==> config.mk <==
export PLATFORM = sky130hd
export DESIGN_NAME = instr_fetch
export DESIGN_NICKNAME = d
export VERILOG_FILES = /design/src/rtl/instr_fetch_pkg.sv /design/src/rtl/instr_fetch_fifo.sv /design/src/rtl/instr_fetch.sv
export SDC_FILE = /design/constraint.sdc
export NUM_CORES = 1
export LEC_CHECK = 0
export BUFFER_PORTS_ARGS = -buffer_cell sky130_fd_sc_hd__clkbuf_2
export CORE_MARGIN = 5
export CORE_UTILIZATION = 35
export DETAILED_ROUTE_END_ITERATION = 10
export SYNTH_ARGS = -nofsm -noshare
export SYNTH_HDL_FRONTEND = slang
export SYNTH_SLANG_ARGS = --single-unit
export TNS_END_PERCENT = 5
==> constraint.sdc <==
create_clock -name clock -period 4.25 [get_ports clock]
set_input_delay 0.2125 -clock clock [delete_from_list [all_inputs] [get_ports clock]]
set_output_delay 0.2125 -clock clock [all_outputs]
set_load 0.01 [all_outputs]
==> src/rtl/instr_fetch_pkg.sv <==
// Shared constants and types for the instruction-fetch front end.
// The buffer entry layout {pc, instr} is defined once here so the FIFO and its user agree on it.
package instr_fetch_pkg;

  localparam int              XLEN             = 32;
  localparam logic [XLEN-1:0] RESET_PC_DEFAULT = 32'h0000_0000;
  localparam logic [XLEN-1:0] INSTR_NOP        = 32'h0000_0013;
  localparam logic [XLEN-1:0] PC_STEP          = 32'd4;
  localparam int              ENTRY_W          = 2 * XLEN;

  typedef struct packed {
    logic [XLEN-1:0] pc;
    logic [XLEN-1:0] instr;
  } fetch_entry_t;

  function automatic logic pc_misaligned(input logic [XLEN-1:0] pc);
    return pc[1:0] != 2'b00;
  endfunction

  function automatic fetch_entry_t make_entry(input logic [XLEN-1:0] pc,
                                              input logic [XLEN-1:0] instr);
    fetch_entry_t e;
    e.pc    = pc;
    e.instr = instr;
    return e;
  endfunction

endpackage

==> src/rtl/instr_fetch_fifo.sv <==
// Synchronous instruction buffer holding {pc, instr} entries.
// Flush overrides push and pop; the head reads as zero whenever the buffer is empty.
module instr_fifo
  import instr_fetch_pkg::*;
#(
  parameter int DEPTH = 4
) (
  input  logic                     clock,
  input  logic                     reset,
  input  logic                     push_i,
  input  logic                     pop_i,
  input  logic                     flush_i,
  input  logic [ENTRY_W-1:0]       wdata_i,
  output logic [ENTRY_W-1:0]       rdata_o,
  output logic [$clog2(DEPTH):0]   count_o,
  output logic                     empty_o,
  output logic                     full_o
);

  localparam int AW = $clog2(DEPTH);

  logic [ENTRY_W-1:0] mem_q [DEPTH];
  logic [AW-1:0]      wr_ptr_q, wr_ptr_d;
  logic [AW-1:0]      rd_ptr_q, rd_ptr_d;
  logic [AW:0]        count_q, count_d;
  logic               do_push, do_pop;

  assign empty_o = (count_q == '0);
  assign full_o  = (count_q == (AW+1)'(DEPTH));
  assign count_o = count_q;
  assign do_push = push_i && !full_o && !flush_i;
  assign do_pop  = pop_i && !empty_o && !flush_i;
  assign rdata_o = empty_o ? '0 : mem_q[rd_ptr_q];

  // NOTE: every signal assigned in always_comb gets a default first, otherwise a latch is inferred.
  always_comb begin
    wr_ptr_d = wr_ptr_q;
    rd_ptr_d = rd_ptr_q;
    count_d  = count_q;
    if (flush_i) begin
      wr_ptr_d = '0;
      rd_ptr_d = '0;
      count_d  = '0;
    end else begin
      if (do_push) wr_ptr_d = wr_ptr_q + 1'b1;
      if (do_pop)  rd_ptr_d = rd_ptr_q + 1'b1;
      case ({do_push, do_pop})
        2'b10:   count_d = count_q + 1'b1;
        2'b01:   count_d = count_q - 1'b1;
        default: count_d = count_q;
      endcase
    end
  end

  // NOTE: sequential state uses non-blocking assignments so all flops update together at the edge.
  always_ff @(posedge clock or negedge reset) begin
    if (!reset) begin
      wr_ptr_q <= '0;
      rd_ptr_q <= '0;
      count_q  <= '0;
    end else begin
      wr_ptr_q <= wr_ptr_d;
      rd_ptr_q <= rd_ptr_d;
      count_q  <= count_d;
    end
  end

  // NOTE: storage is deliberately not reset; the pointers/count define validity and rdata_o is gated by empty.
  always_ff @(posedge clock) begin
    if (do_push) mem_q[wr_ptr_q] <= wdata_i;
  end

endmodule

==> src/rtl/instr_fetch.sv <==
// Fetch front end: owns the fetch PC, issues in-order imem reads under a credit limit,
// buffers returned words with their PCs and discards responses made stale by a redirect.
module instr_fetch
  import instr_fetch_pkg::*;
#(
  parameter logic [XLEN-1:0] RESET_PC        = RESET_PC_DEFAULT,
  parameter int              FIFO_DEPTH      = 4,
  parameter int              MAX_OUTSTANDING = 2
) (
  input  logic            clock,
  input  logic            reset,
  output logic            imem_req_valid,
  input  logic            imem_req_ready,
  output logic [XLEN-1:0] imem_req_addr,
  input  logic            imem_rsp_valid,
  input  logic [XLEN-1:0] imem_rsp_data,
  input  logic            redirect_valid,
  input  logic [XLEN-1:0] redirect_pc,
  output logic            instr_valid,
  input  logic            instr_ready,
  output logic [XLEN-1:0] instr_raw,
  output logic [XLEN-1:0] instr_pc,
  output logic            misaligned
);

  localparam int OW = $clog2(MAX_OUTSTANDING + 1);
  localparam int CW = $clog2(FIFO_DEPTH) + 1;

  logic [XLEN-1:0] fetch_pc_q, fetch_pc_d;
  logic [XLEN-1:0] rsp_pc_q, rsp_pc_d;
  logic [OW-1:0]   inflight_q, inflight_d;
  logic [OW-1:0]   drop_cnt_q, drop_cnt_d;
  logic            misaligned_q, misaligned_d;
  logic            fetch_en_q;

  logic            req_fire, has_slot, has_credit;
  logic            fifo_push, fifo_pop, fifo_empty, fifo_full;
  logic [CW-1:0]   fifo_count;
  fetch_entry_t    fifo_head;
  logic [ENTRY_W-1:0] fifo_head_bits;

  // Responses still owed to the buffer (inflight minus those to be dropped) count against its space.
  assign has_slot   = int'(inflight_q) < MAX_OUTSTANDING;
  assign has_credit = (int'(inflight_q) - int'(drop_cnt_q) + int'(fifo_count)) < FIFO_DEPTH;

  assign imem_req_valid = fetch_en_q && !misaligned_q && !redirect_valid && has_slot && has_credit;
  assign imem_req_addr  = fetch_pc_q;
  assign req_fire       = imem_req_valid && imem_req_ready;

  assign fifo_head   = fetch_entry_t'(fifo_head_bits);
  assign instr_valid = !fifo_empty;
  assign instr_raw   = fifo_head.instr;
  assign instr_pc    = fifo_head.pc;
  assign misaligned  = misaligned_q;

  always_comb begin
    fetch_pc_d   = fetch_pc_q;
    rsp_pc_d     = rsp_pc_q;
    inflight_d   = inflight_q;
    drop_cnt_d   = drop_cnt_q;
    misaligned_d = misaligned_q;
    fifo_push    = 1'b0;
    fifo_pop     = 1'b0;
    if (redirect_valid) begin
      // Everything still outstanding after this cycle belongs to the old path.
      fetch_pc_d   = redirect_pc;
      rsp_pc_d     = redirect_pc;
      misaligned_d = pc_misaligned(redirect_pc);
      inflight_d   = inflight_q - OW'(imem_rsp_valid);
      drop_cnt_d   = inflight_q - OW'(imem_rsp_valid);
    end else begin
      if (req_fire) fetch_pc_d = fetch_pc_q + PC_STEP;
      inflight_d = inflight_q + OW'(req_fire) - OW'(imem_rsp_valid);
      if (imem_rsp_valid) begin
        if (drop_cnt_q != '0) begin
          drop_cnt_d = drop_cnt_q - 1'b1;
        end else begin
          fifo_push = 1'b1;
          rsp_pc_d  = rsp_pc_q + PC_STEP;
        end
      end
      fifo_pop = instr_valid && instr_ready;
    end
  end

  always_ff @(posedge clock or negedge reset) begin
    if (!reset) begin
      fetch_pc_q   <= RESET_PC;
      rsp_pc_q     <= RESET_PC;
      inflight_q   <= '0;
      drop_cnt_q   <= '0;
      misaligned_q <= 1'b0;
      fetch_en_q   <= 1'b0;
    end else begin
      fetch_pc_q   <= fetch_pc_d;
      rsp_pc_q     <= rsp_pc_d;
      inflight_q   <= inflight_d;
      drop_cnt_q   <= drop_cnt_d;
      misaligned_q <= misaligned_d;
      fetch_en_q   <= 1'b1;
    end
  end

  instr_fifo #(
    .DEPTH (FIFO_DEPTH)
  ) u_fifo (
    .clock   (clock),
    .reset   (reset),
    .push_i  (fifo_push),
    .pop_i   (fifo_pop),
    .flush_i (redirect_valid),
    .wdata_i (make_entry(rsp_pc_q, imem_rsp_data)),
    .rdata_o (fifo_head_bits),
    .count_o (fifo_count),
    .empty_o (fifo_empty),
    .full_o  (fifo_full)
  );

  a_no_overflow: assert property (@(posedge clock) disable iff (!reset) fifo_push |-> !fifo_full);

endmodule

# Yosys cells after proc, flatten, opt, wreduce, memory -nomap -nowiden
# Memories as Yosys holds them, arrays and structs flattened.
# Index checks and enable logic that the tools add are counted.
dict set report totals {
  regBits 77
  ramBits 256
  input_bits 70
  output_inout_bits 99
  elab_cells 75
  n_memories 1
}
dict set report op_classes {
  n_addsub 12
  magnitude_cmp 2
  eq_ne 4
  muxes 22
  reduce_logical 25
}
# memory depth word_bits read_ports rd_clocked_by_memory_dff wr line_no
set memory_table {}
lappend memory_table {u_fifo.mem_q 4 64 1 0 1 instr_fetch_fifo.sv:22} ;# logic [ENTRY_W-1:0] mem_q [DEPTH];
# cell n
set ops {}
lappend ops {{$mux 32} 5}
lappend ops {{$add 32x3->32 const B} 2}
lappend ops {{$mux 64} 1}
lappend ops {{$mux 2} 8}
lappend ops {{$reduce_bool 2->1} 7}
lappend ops {{$logic_and 1x1->1} 10}
lappend ops {{$mux 1} 6}
lappend ops {{$pmux 3 s2} 1}
lappend ops {{$add 3x4->5} 1}
lappend ops {{$lt 5x4->1 const B} 1}
lappend ops {{$add 2x1->2 const B} 2}
lappend ops {{$logic_not 1->1} 4}
lappend ops {{$reduce_and 2->1} 2}
lappend ops {{$sub 2x1->2} 2}
lappend ops {{$add 3x1->3 const B} 1}
lappend ops {{$eq 3x3->1 const B} 1}
lappend ops {{$logic_not 3->1} 1}
lappend ops {{$mux 3} 1}
lappend ops {{$reduce_bool 3->1} 1}
lappend ops {{$sub 2x2->3} 1}
lappend ops {{$sub 3x1->3 const B} 1}
lappend ops {{$add 2x1->2} 1}
lappend ops {{$eq 2x1->1 const B} 1}
lappend ops {{$eq 2x2->1 const B} 1}
lappend ops {{other kinds (3)} 3}

# Longest topological paths before layout
# Gate-level depths: netlist (run 1).
dict set report logic_depth {
  ltp_word 9
  ltp_mapped 16
  depth_no_buf 15
}

# Cells and area by module
# A second synthesis (run 1) with hierarchy kept.
dict set report hier_totals {
  cells_unflattened 880
  hier_area_um2 14446.4
}
# mod instances cells_per_inst area_each_um2 seq_area_each_um2
set by_module_without_submodules {}
lappend by_module_without_submodules {instr_fifo 1 470 10229.8 7862.5}
lappend by_module_without_submodules {instr_fetch 1 410 4216.5 1751.7}

# Worst setup path after synthesis (run 1)
# No wires, ideal clock.
dict set report synth_path {
  path_type {register to register}
  from {reg drop_cnt_q[1]}
  to {mem u_fifo.mem_q[0][0] (netlist bit), enable pin}
  setup_time_ns 0.429
  arrival_ns 2.925
  required_ns 3.821
  path_slack_ns 0.896
  path_stages_with_launch 7
  n_path_buf 1
  period_less_slack_ns 3.354
  path_cell_list {dfrtp_1 -> inv_1 -> ha_1 -> nand2_1 -> a211oi_1 -> clkbuf_1 -> and2_1}
}
dict set report synth_between {
  elab_chain_len 8
}
# item line_no
set synth_lines {}
lappend synth_lines {{start, declared} instr_fetch.sv:32} ;# logic [OW-1:0] drop_cnt_q, drop_cnt_d;
lappend synth_lines {{start signal, assigned} instr_fetch.sv:98} ;# drop_cnt_q <= drop_cnt_d;
lappend synth_lines {{$reduce_bool 2->1} instr_fetch.sv:75} ;# if (drop_cnt_q != '0) begin
lappend synth_lines {{$mux 1} instr_fetch.sv:75}
lappend synth_lines {{$mux 1} instr_fetch.sv:74} ;# if (imem_rsp_valid) begin
lappend synth_lines {{$mux 1} instr_fetch.sv:64} ;# if (redirect_valid) begin
lappend synth_lines {{$logic_and 1x1->1 (2 in a row)} instr_fetch_fifo.sv:31} ;# assign do_push = push_i && !full_o && !flush_i;
lappend synth_lines {{$mux 1} instr_fetch_fifo.sv:70} ;# if (do_push) mem_q[wr_ptr_q] <= wdata_i;
lappend synth_lines {{$mux 1 (implied by the code)} instr_fetch_fifo.sv:70}
lappend synth_lines {{end, declared} instr_fetch_fifo.sv:22}
# Every way passes these cells.

# Final worst setup path (run 1)
dict set report layout_path {
  from {reg inflight_q[0]}
  to {reg inflight_q[1]}
}
dict set report layout_between {
  elab_chain_len 8
  word_cells_on_any_way 11
  classes_between {add/sub (5); order compare (2); mux (1); reduce/logical (3)}
}
# item line_no
set layout_lines {}
lappend layout_lines {{start, declared} instr_fetch.sv:31} ;# logic [OW-1:0] inflight_q, inflight_d;
lappend layout_lines {{start signal, assigned} instr_fetch.sv:97} ;# inflight_q <= inflight_d;
lappend layout_lines {{$sub 2x2->3} instr_fetch.sv:44} ;# assign has_credit = (int'(inflight_q) - int'(drop_cnt_q) + int'(fifo_count)) < FIFO_DEPTH;
lappend layout_lines {{$add 3x4->5} instr_fetch.sv:44}
lappend layout_lines {{$lt 5x4->1} instr_fetch.sv:44}
lappend layout_lines {{$logic_and 1x1->1} instr_fetch.sv:46} ;# assign imem_req_valid = fetch_en_q && !misaligned_q && !redirect_valid && has_slot && has_credit;
lappend layout_lines {{$logic_and 1x1->1} instr_fetch.sv:48} ;# assign req_fire = imem_req_valid && imem_req_ready;
lappend layout_lines {{$add 2x1->2} instr_fetch.sv:73} ;# inflight_d = inflight_q + OW'(req_fire) - OW'(imem_rsp_valid);
lappend layout_lines {{$sub 2x1->2} instr_fetch.sv:73}
lappend layout_lines {{$mux 2 *} instr_fetch.sv:64}
lappend layout_lines {{net inflight_d[1]} instr_fetch.sv:31}
# The timed path passes the listed nets; every way through them passes the cells marked *.
# A chain may end at the register's enable or synchronous reset.

==> impl_metrics.ini, run 1 <==
[status]
status = finished clean

[floorplan]
die_w_um = 211
dieArea_um2 = 44600
initial_utilization = 0.355
coreArea_um2 = 39900
die-height_um = 211
io_pins = 169
fp-row-count = 73

[route]
via_count = 8503
ant_nets = 0
drt_wl_total_um = 33500
first_pass_iters = 6
drc = 0
viasPerCell = 5.10
post_drt_wl_per_cell_um = 20.1
drt_iter0_drc = 633

[yosys]
synthesis.area_um2 = 14200
synth_top_cell_by_area = edfxtp_1
synthTopCellsByArea = edfxtp_1, dfrtp_1, mux4_2
yosys-top-cells-count = edfxtp_1, dfrtp_1, and2_1
yosys_warnings = 0
async_flop_share = 0.231
synth_cells = 885
yosysTopAreaCellShare = 0.543
yosysSeqAreaShare = 0.679
ys_ff_latch = 333
synth.distinct_cells = 59
synth_most_common_cell = edfxtp_1
synth_area_per_cell_um2 = 16.0
syn-num-nets = 969
synth_edf_count = 256
ys.flop_type = edfxtp_1

[cts]
clock_path_buffers = 3
cts_tree = yes
clock_latency_ns = 0.52
cts_made_buffers = 38
clock_sinks = 333
ctsHtreeMaxLevel = 2
post_cts_buffers = 0
cts_resized = 0
clkSlewWorstSetupHoldPaths_ns = 0.06
cts_hold_buf = 51
root_buffer = clkbuf_16

[job]
drv_cap = 0

[pwr]
p_int_uw = 6430
p_leak_uw = 0.00616
sw_frac_of_total = 0.284
p_comb_frac = 0.221
power_density_nw_per_um2 = 520
clockPowerShare = 0.337
p_seq_frac = 0.442
total_power_uw = 8980
vdd_drop_max_mv = 0.205
p_sw_uw = 2550

[sta]
drv_slew = 0
finalClockSkew_ns = 0.0185
max_freq_mhz = 281
setup_ws_ns = 0.687
tightest_slew_ns = 1.07
setup_viol = 0
finalHoldViolations = 0
min_period_over_period = 0.838
timing.slew.headroom = 0.284
fin_crit_ns = 3.56
rsz0062_at_grt = false
fin_setup_tns_ns = 0
hold_ws_ns = 0.0285

[global_route]
globalRouteTotalUtil = 0.151
grt_pass1_vias = 8914
grt_first_pass_wirelength_um = 52900
use_met1 = 0.215
grtUsageMet2 = 0.242
antenna_found_initial = 0
grt-busiest-layer = met2
grt.overflow.total = 0
grt_start_max_net_pins = 68
grt_util_met3 = 0.0297

[worst_setup_path]
r2r_cells = 15
crit_buf_inv = 4
path_max_fanout = 13
r2r_setup_slack_ns = 0.69
cp_slowest_cell = or3_4
reg2reg_from = inflight_q[0]$_DFF_PN0_
worstSetupEndpointType = flip-flop
crit_type = reg2reg
cpMostUsedCell = ha_1
path_cells = inv_1 > ha_1 > inv_1 > fa_1 > ha_1 > and4b_1 > or3_4 > nor2_4 > inv_2 > ha_1 > inv_1 > ha_1 > xnor2_1 > o21ai_0 > xor2_1
slowest_delay_ns = 0.51
cp_top_family = adder cells
rr_endpoint = inflight_q[1]$_DFF_PN0_
crit_required_ns = 4.70
critical_path.startpoint_type = flip-flop
arrival_ns = 4.01

[final_layout]
fillerInstances = 3634
drive_gt1_frac = 0.286
fin_cells = 1666
multi_input_area_um2 = 4290
syn2layout_area_growth_pct = 21.9
seq_area_um2 = 9620
diodes = 0
nets = 1199

[placement]
place_inst = 1549
place_congestion = 0.828
dp_slack_ns = 0.699
portBuffers = 168
hpwl_um = 21000

[worst_hold_path]
hold_end = imem_req_addr[11]$_DFFE_PN0P_
hold_start = redirect_pc[11]
worstHoldPathCells = 3
hold_class = in2reg
-- per-layer routing --
metal  share of wire  vias to the layer above
li1                -                     3879
met1            0.45                     4358
met2            0.48                      225
met3           0.053                       41
met4           0.017                        0
met5               0                        -
-- power by group through the flow --
| stage | clock [µW] | combinational, µW | sequential, µW |
|---|---|---|---|
| after floorplan | 0 | 1340 | 3910 |
| after global placement | 0 | 1990 | 4030 |
| after detailed placement | 0 | 2010 | 4040 |
| after CTS | 3130 | 2050 | 3980 |
| after global routing | 3270 | 2200 | 4010 |
| final | 3020 | 1990 | 3970 |
-- how the worst max path moves through the flow --
| stage | start | endpoint | slack, ns | cells after the start |
|---|---|---|---|---|
| finish | inflight_q[0]$_DFF_PN0_ | inflight_q[1]$_DFF_PN0_ | 0.69 | 15 |
| detailed placement | inflight_q[0]$_DFF_PN0_ | inflight_q[1]$_DFF_PN0_ | 0.70 | 15 |
| floorplan | drop_cnt_q[1]$_DFFE_PN0P_ | u_fifo.mem_q[0][0]$_DFFE_PP_ | 0.90 | 6 |
| global route | inflight_q[0]$_DFF_PN0_ | inflight_q[1]$_DFF_PN0_ | 0.44 | 15 |
| CTS | inflight_q[0]$_DFF_PN0_ | inflight_q[1]$_DFF_PN0_ | 0.68 | 15 |
| global placement | inflight_q[0]$_DFF_PN0_ | inflight_q[1]$_DFF_PN0_ | 0.74 | 15 |
-- registers in the layout, indices dropped and copies added, names as in the netlist --
register         flops
fetch_en_q           1
inflight_q           2
drop_cnt_q           2
imem_req_addr       32
u_fifo.count_o       3
misaligned           1
rsp_pc_q            32
u_fifo.rd_ptr_q      2
u_fifo.mem_q       256
u_fifo.wr_ptr_q      2
-- cell usage in the layout (no fill, tap or decap), types with 7 or more instances in the layout --
cell and count:
nor2_1 23, ha_1 12, xnor2_1 20, and3_1 15
nand2b_1 10, clkbuf_1 8, xor2_1 24, edfxtp_1 256
dlygate4sd3_1 51, dfrtp_1 75, nand2_1 43, nand3_1 27
nor3_1 12, nand4_1 28, mux2_2 7, o21ai_0 34
clkbuf_2 167, and2_1 69, mux4_2 64, a21boi_0 8
inv_1 19, o211ai_1 10, clkbuf_16 39, a21oi_1 10
or3_1 7, buf_4 14
-- per-stage QoR --
step,utilization,area (µm²)
finish,0.432,17300
CTS,0.432,17300
global route,0.432,17300
detailed placement,0.391,15600
floorplan,-,14200
global placement,0.391,15600
-- cells by family (layout without fill, tap and decap cells) --
logic type,count (synthesis),count (layout),synth area share
xor gates and xnor gates,44,44,0.0272
adders and majority gates,15,15,0.0142
and+or+nand+nor,263,263,0.109
AOI/OAI and AO/OA,93,93,0.0428
buffers and inverters,63,319,0.0188
DFF,333,333,0.679
muxes,73,73,0.109
other,1,1,0.000265
-- worst min-delay path: stages --
cell,delay [ns]
clkbuf_2,0.08
nand2_1,0.12
o311ai_1,0.10
-- cell type report --
cell class	count	share of cell area
Sequential cell	333	0.557
Multi-Input combinational cell	489	0.248
Timing Repair Buffer	233	0.0852
Clock buffer	49	0.0599
Tap cell	525	0.0381
Clock inverter	17	0.00667
Inverter	20	0.00435
No activity file was read; power rests on OpenSTA's default activity.
==> run 2: changes to the inputs <==
==> constraint.sdc (replaced) <==
create_clock -name clock -period 3.3 [get_ports clock]
set_input_delay 0.165 -clock clock [delete_from_list [all_inputs] [get_ports clock]]
set_output_delay 0.165 -clock clock [all_outputs]
set_load 0.01 [all_outputs]
==> run 2 against run 1 <==
Clock skew shrank 0.0027 ns. Routed wire length grew 1.1%. Non-clock buffer count grew 18. Combinational power grew 37%. Fmax grew 10%. Sequential cell count is the same. Clock-buffer cell count grew 4. Critical endpoint unchanged. Highest routed layer unchanged.
==> impl_metrics.ini, run 2 (synthesized netlist as in run 1, its figures left out) <==
[worst_setup_path]
crit_type = reg2reg
crit_required_ns = 3.70
r2r_cells = 15
crit_buf_inv = 4
reg2reg_from = inflight_q[0]$_DFF_PN0_
cp-startpoint = inflight_q[0]$_DFF_PN0_
worstSetupEndpointType = flip-flop
arrival_ns = 3.64
slowest_delay_ns = 0.52
critical_path.startpoint_type = flip-flop
cp_top_family = adder cells
path_cells = inv_2 > ha_2 > inv_1 > fa_1 > ha_4 > maj3_2 > or3_4 > nor2_4 > inv_2 > ha_4 > inv_1 > ha_2 > xnor2_2 > o21ai_2 > xor2_1
path_max_fanout = 2
cp.depth = 15
cp_slowest_cell = fa_1

[cts]
root_buffer = clkbuf_16
clock_latency_ns = 0.52
cts_tree = yes
ctsHtreeMaxLevel = 2
clock_path_buffers = 3
clkSlewWorstSetupHoldPaths_ns = 0.06
cts_made_buffers = 38
clock_sinks = 333

[floorplan]
die_w_um = 211
initial_utilization = 0.355
coreArea_um2 = 39900
dieArea_um2 = 44600
io_pins = 169
die-height_um = 211
fp-row-count = 73

[status]
status = finished clean

[sta]
tightest_slew_ns = 1.06
rsz0062_at_grt = true
timing.slew.headroom = 0.291
setup_viol = 0
fin_setup_tns_ns = 0
max_freq_mhz = 309
finalHoldViolations = 0
finalClockSkew_ns = 0.0158
drv_slew = 0
min_period_over_period = 0.980
fin_crit_ns = 3.23

[placement]
placed_area_um2 = 15800
place_congestion = 0.840
place_inst = 1559
portBuffers = 168
hpwl_um = 21600

[route]
drt_iter0_drc = 608
ant_nets = 0
first_pass_iters = 4
post_drt_wl_per_cell_um = 20.1
via_count = 8624
drt_wl_total_um = 33900
viasPerCell = 5.11
drc = 0

[worst_hold_path]
hold_start = redirect_pc[6]
worstHoldPathCells = 3
hold_class = in2reg

[global_route]
grt_pass1_vias = 8988
globalRouteTotalUtil = 0.150
grt_first_pass_wirelength_um = 52600
grt_start_max_net_pins = 78
grt.overflow.total = 0
antenna_found_initial = 0

[final_layout]
diodes = 0
max_flop_register = u_fifo.mem_q
syn2layout_area_growth_pct = 24.5
largest_reg_flops = 256
fillerInstances = 3592
final_cell_mix = edfxtp_1, clkbuf_2, dfrtp_1
final_common_cell = edfxtp_1
nets = 1217
drive_gt1_frac = 0.300
fin_cells = 1687
final_area_um2 = 17600

[job]
drv_cap = 0

[pwr]
vdd_drop_max_mv = 0.299
p_leak_uw = 0.00632
power_density_nw_per_um2 = 675
run 2: area by class of cell:
| class | count | area (µm²) | area share |
|---|---|---|---|
| sequential | 333 | 9620 | 0.546 |
| multi-input combinational | 489 | 4340 | 0.246 |
| clock buffer | 53 | 1110 | 0.0630 |
| inverter | 20 | 75.1 | 0.00426 |
| tap | 525 | 657 | 0.0373 |
| timing repair buffer | 251 | 1710 | 0.0968 |
| clock inverter | 16 | 128 | 0.00724 |
run 2: through the flow:
| step | power, µW | setup WS (ns) | hold WS (ns) | utilization |
|---|---|---|---|---|
| final | 11900 | 0.0666 | 0.0144 | 0.442 |
| after global placement | 7820 | 0.148 | 0.385 | 0.395 |
| after global routing | 12600 | -0.0316 | 0.00165 | 0.442 |
| after detailed placement | 7860 | 0.0826 | 0.390 | 0.395 |
| after CTS | 12100 | 0.0701 | 0.00202 | 0.440 |
| after floorplan | 6760 | -0.0540 | -0.131 | - |
run 2: what timing repair did:
| item | CTS | global route |
|---|---|---|
| resized for setup | 0 | 10 |
| endpoints found under the hold margin | 248 | 0 |
| setup endpoints to repair | 0 | 2 |
| hold buffers | 56 | 0 |
| buffers inserted | 0 | 3 |
run 2: layer usage:
| layer | wire length, µm | global-route usage |
|---|---|---|
| met1 | 15400 | 0.214 |
| met2 | 15900 | 0.240 |
| met3 | 1810 | 0.0285 |
| met4 | 696 | 0.0387 |
| met5 | 0 | 0 |
run 2: worst register-to-register path, delay by kind of cell, from the launching register on:
kind            cells  cell delay, ns
flops               1            0.38
fa+ha+maj           6            1.60
buf+inv             4            0.20
xor+xnor            2            0.34
simple gates        2            0.52
compound gates      1            0.07
run 2: power breakdown:
part	internal [µW]	switching, µW	total [µW]
Clock	2500	1600	4100
Sequential	4780	299	5080
Combinational	1300	1420	2720
Total	8590	3320	11900
run 2: path summary, 6_finish.rpt:
kind	endpoint	slack [ns]
hold / removal	imem_req_addr[6]$_DFFE_PN0P_	0.01
min in group asynchronous	imem_req_addr[14]$_DFFE_PN0P_	0.37
setup / recovery	inflight_q[1]$_DFF_PN0_	0.07
hold reg to reg	imem_req_addr[1]$_DFFE_PN0P_	0.52
setup reg to reg	inflight_q[1]$_DFF_PN0_	0.07
max in group asynchronous	u_fifo.rd_ptr_q[0]$_DFFE_PN0P_	2.10
==> run 3: changes to the inputs <==
--- a/config.mk
+++ b/config.mk
@@ -8,6 +8,7 @@
 export BUFFER_PORTS_ARGS = -buffer_cell sky130_fd_sc_hd__clkbuf_2
 export CORE_MARGIN = 5
 export CORE_UTILIZATION = 35
+export CTS_BUF_LIST = sky130_fd_sc_hd__clkbuf_8
 export DETAILED_ROUTE_END_ITERATION = 10
 export SYNTH_ARGS = -nofsm -noshare
 export SYNTH_HDL_FRONTEND = slang
==> run 3 against run 2 <==
Core utilization fell by 0.069 points. First-iteration DRC count fell by 2.6%. Clock skew rose by 0.0038 ns. Power fell by 5.4%. Final area fell by 0.16%. Clock power fell by 17%. Sequential cell count did not move. Sequential power barely moved. Register-to-register slack barely moved. Hold slack improved by 0.064 ns. Global-route usage rose by 0.33 points. Critical path type is now reg2out. Critical endpoint is now imem_req_valid. Highest routed layer unchanged.
==> impl_metrics.ini, run 3 (synthesized netlist as in run 1, its figures left out) <==
[sta]
fin_setup_tns_ns = 0
drv_slew = 0
min_period_over_period = 0.980
timing.slew.headroom = 0.303
setup_ws_ns = 0.0675
fin_crit_ns = 3.23
max_freq_mhz = 309
tightest_slew_ns = 1.05
finalClockSkew_ns = 0.0196
setup_viol = 0
finalHoldViolations = 0

[floorplan]
dieArea_um2 = 44600
fp-row-count = 73
io_pins = 169
die_w_um = 211
die-height_um = 211
initial_utilization = 0.355
coreArea_um2 = 39900

[final_layout]
nets = 1251
drive_gt1_frac = 0.307
max_flop_register = u_fifo.mem_q
fillerInstances = 3613
syn2layout_area_growth_pct = 24.3
final_cell_mix = edfxtp_1, clkbuf_2, dfrtp_1
largest_reg_flops = 256
seq_area_um2 = 9620
diodes = 0
final_common_cell = edfxtp_1
multi_input_area_um2 = 4350

[status]
status = finished clean

[global_route]
antenna_found_initial = 0
grt.overflow.total = 0
grt_pass1_vias = 9270
globalRouteTotalUtil = 0.154
grtUsageMet2 = 0.241
grt_first_pass_wirelength_um = 53500
grt_start_max_net_pins = 78
grt-busiest-layer = met2
use_met1 = 0.214
grt_util_met3 = 0.0328

[worst_setup_path]
cp-startpoint = inflight_q[0]$_DFF_PN0_
crit_type = reg2out
path_max_fanout = 5
reg2reg_from = inflight_q[0]$_DFF_PN0_
rr_endpoint = imem_req_addr[9]$_DFFE_PN0P_
r2r_setup_slack_ns = 0.08
crit_required_ns = 3.13
critical_path.startpoint_type = flip-flop
arrival_ns = 3.07
r2r_cells = 13
worstSetupEndpointType = primary output

[route]
viasPerCell = 5.01
via_count = 8721
ant_nets = 0
post_drt_wl_per_cell_um = 19.7
drt_wl_total_um = 34200
first_pass_iters = 5
drc = 0
drt_iter0_drc = 592

[cts]
clock_path_buffers = 3
clkSlewWorstSetupHoldPaths_ns = 0.05
clock_sinks = 333
clock_latency_ns = 0.62
cts_made_buffers = 57
root_buffer = clkbuf_8
ctsHtreeMaxLevel = 2
cts_tree = yes

[placement]
portBuffers = 168
place_congestion = 0.840
hpwl_um = 21600
dp_slack_ns = 0.0826

[worst_hold_path]
hold_class = in2reg
worstHoldPathCells = 5
hold_start = imem_req_ready
hold_end = imem_req_addr[17]$_DFFE_PN0P_

[pwr]
p_leak_uw = 0.00639
vdd_drop_max_mv = 0.244
power_density_nw_per_um2 = 640

[job]
drv_cap = 0
## run 3: cell types whose count changed in the layout (fill, tap and decap cells not counted), sizes merged
cell         previous run  this run
inv                    20        41
clkinv                 12        21
buf                    28        33
dlygate4sd3            56        67
clkinvlp                2         3
clkbuf                220       226
bufinv                  2         1
## run 3: repair_timing
item / in CTS / in global routing
setup buffers: 0 / 7
endpoints found under the setup margin: 0 / 2
hold buffers: 67 / 0
gates resized for setup: 0 / 18
hold endpoints to repair: 274 / 0
## run 3: cell type report
| cell class | count | area share |
|---|---|---|
| Tap cell | 525 | 0.0373 |
| Clock buffer | 60 | 0.0469 |
| Clock inverter | 46 | 0.0125 |
| Multi-Input combinational cell | 489 | 0.247 |
| Timing Repair Buffer | 266 | 0.106 |
| Inverter | 20 | 0.00426 |
| Sequential cell | 333 | 0.546 |
## run 3: stage by stage
| stage | hold WS [ns] | cell area, µm² | utilization | total power, µW | instances |
|---|---|---|---|---|---|
| floorplan | -0.131 | 14200 | - | 6760 | 885 |
| global placement | 0.385 | 15800 | 0.395 | 7820 | 1559 |
| detailed placement | 0.390 | 15800 | 0.395 | 7860 | 1559 |
| CTS | 0.0210 | 17500 | 0.438 | 11400 | 1732 |
| global route | 0.0855 | 17600 | 0.441 | 12000 | 1739 |
| finish | 0.0786 | 17600 | 0.441 | 11300 | 1739 |
## run 3: per-layer routing
layer	routed length, µm	vias up
li1	-	3994
met1	15100	4370
met3	2310	57
met5	0	-
met2	15900	300
met4	843	0
## run 3: worst max-delay path, cell delays in order, from the launching register on
cell,delay (ns)
dfrtp_1,0.38
inv_2,0.09
ha_4,0.13
inv_2,0.03
fa_1,0.51
ha_4,0.19
maj3_2,0.32
buf_6,0.13
nor3_4,0.28
buf_6,0.16
and2_4,0.14
buf_6,0.10
## run 3: how the worst max path moves through the flow
| stage | slack (ns) | end | depth (start not counted) |
|---|---|---|---|
| after detailed placement | 0.08 | inflight_q[1]$_DFF_PN0_ | 15 |
| after global placement | 0.15 | inflight_q[1]$_DFF_PN0_ | 15 |
| final | 0.07 | imem_req_valid | 11 |
| after global routing | -0.03 | imem_req_valid | 11 |
| after floorplan | -0.05 | u_fifo.mem_q[2][0]$_DFFE_PP_ | 6 |
| after CTS | 0.001 | imem_req_valid | 10 |
## run 3: where the power goes
group          switching [µW]  internal [µW]  leakage, µW  total (µW)
Combinational            1440           1350      0.00256        2790
Clock                    1640           1760     0.000609        3390
Sequential                298           4790      0.00322        5080
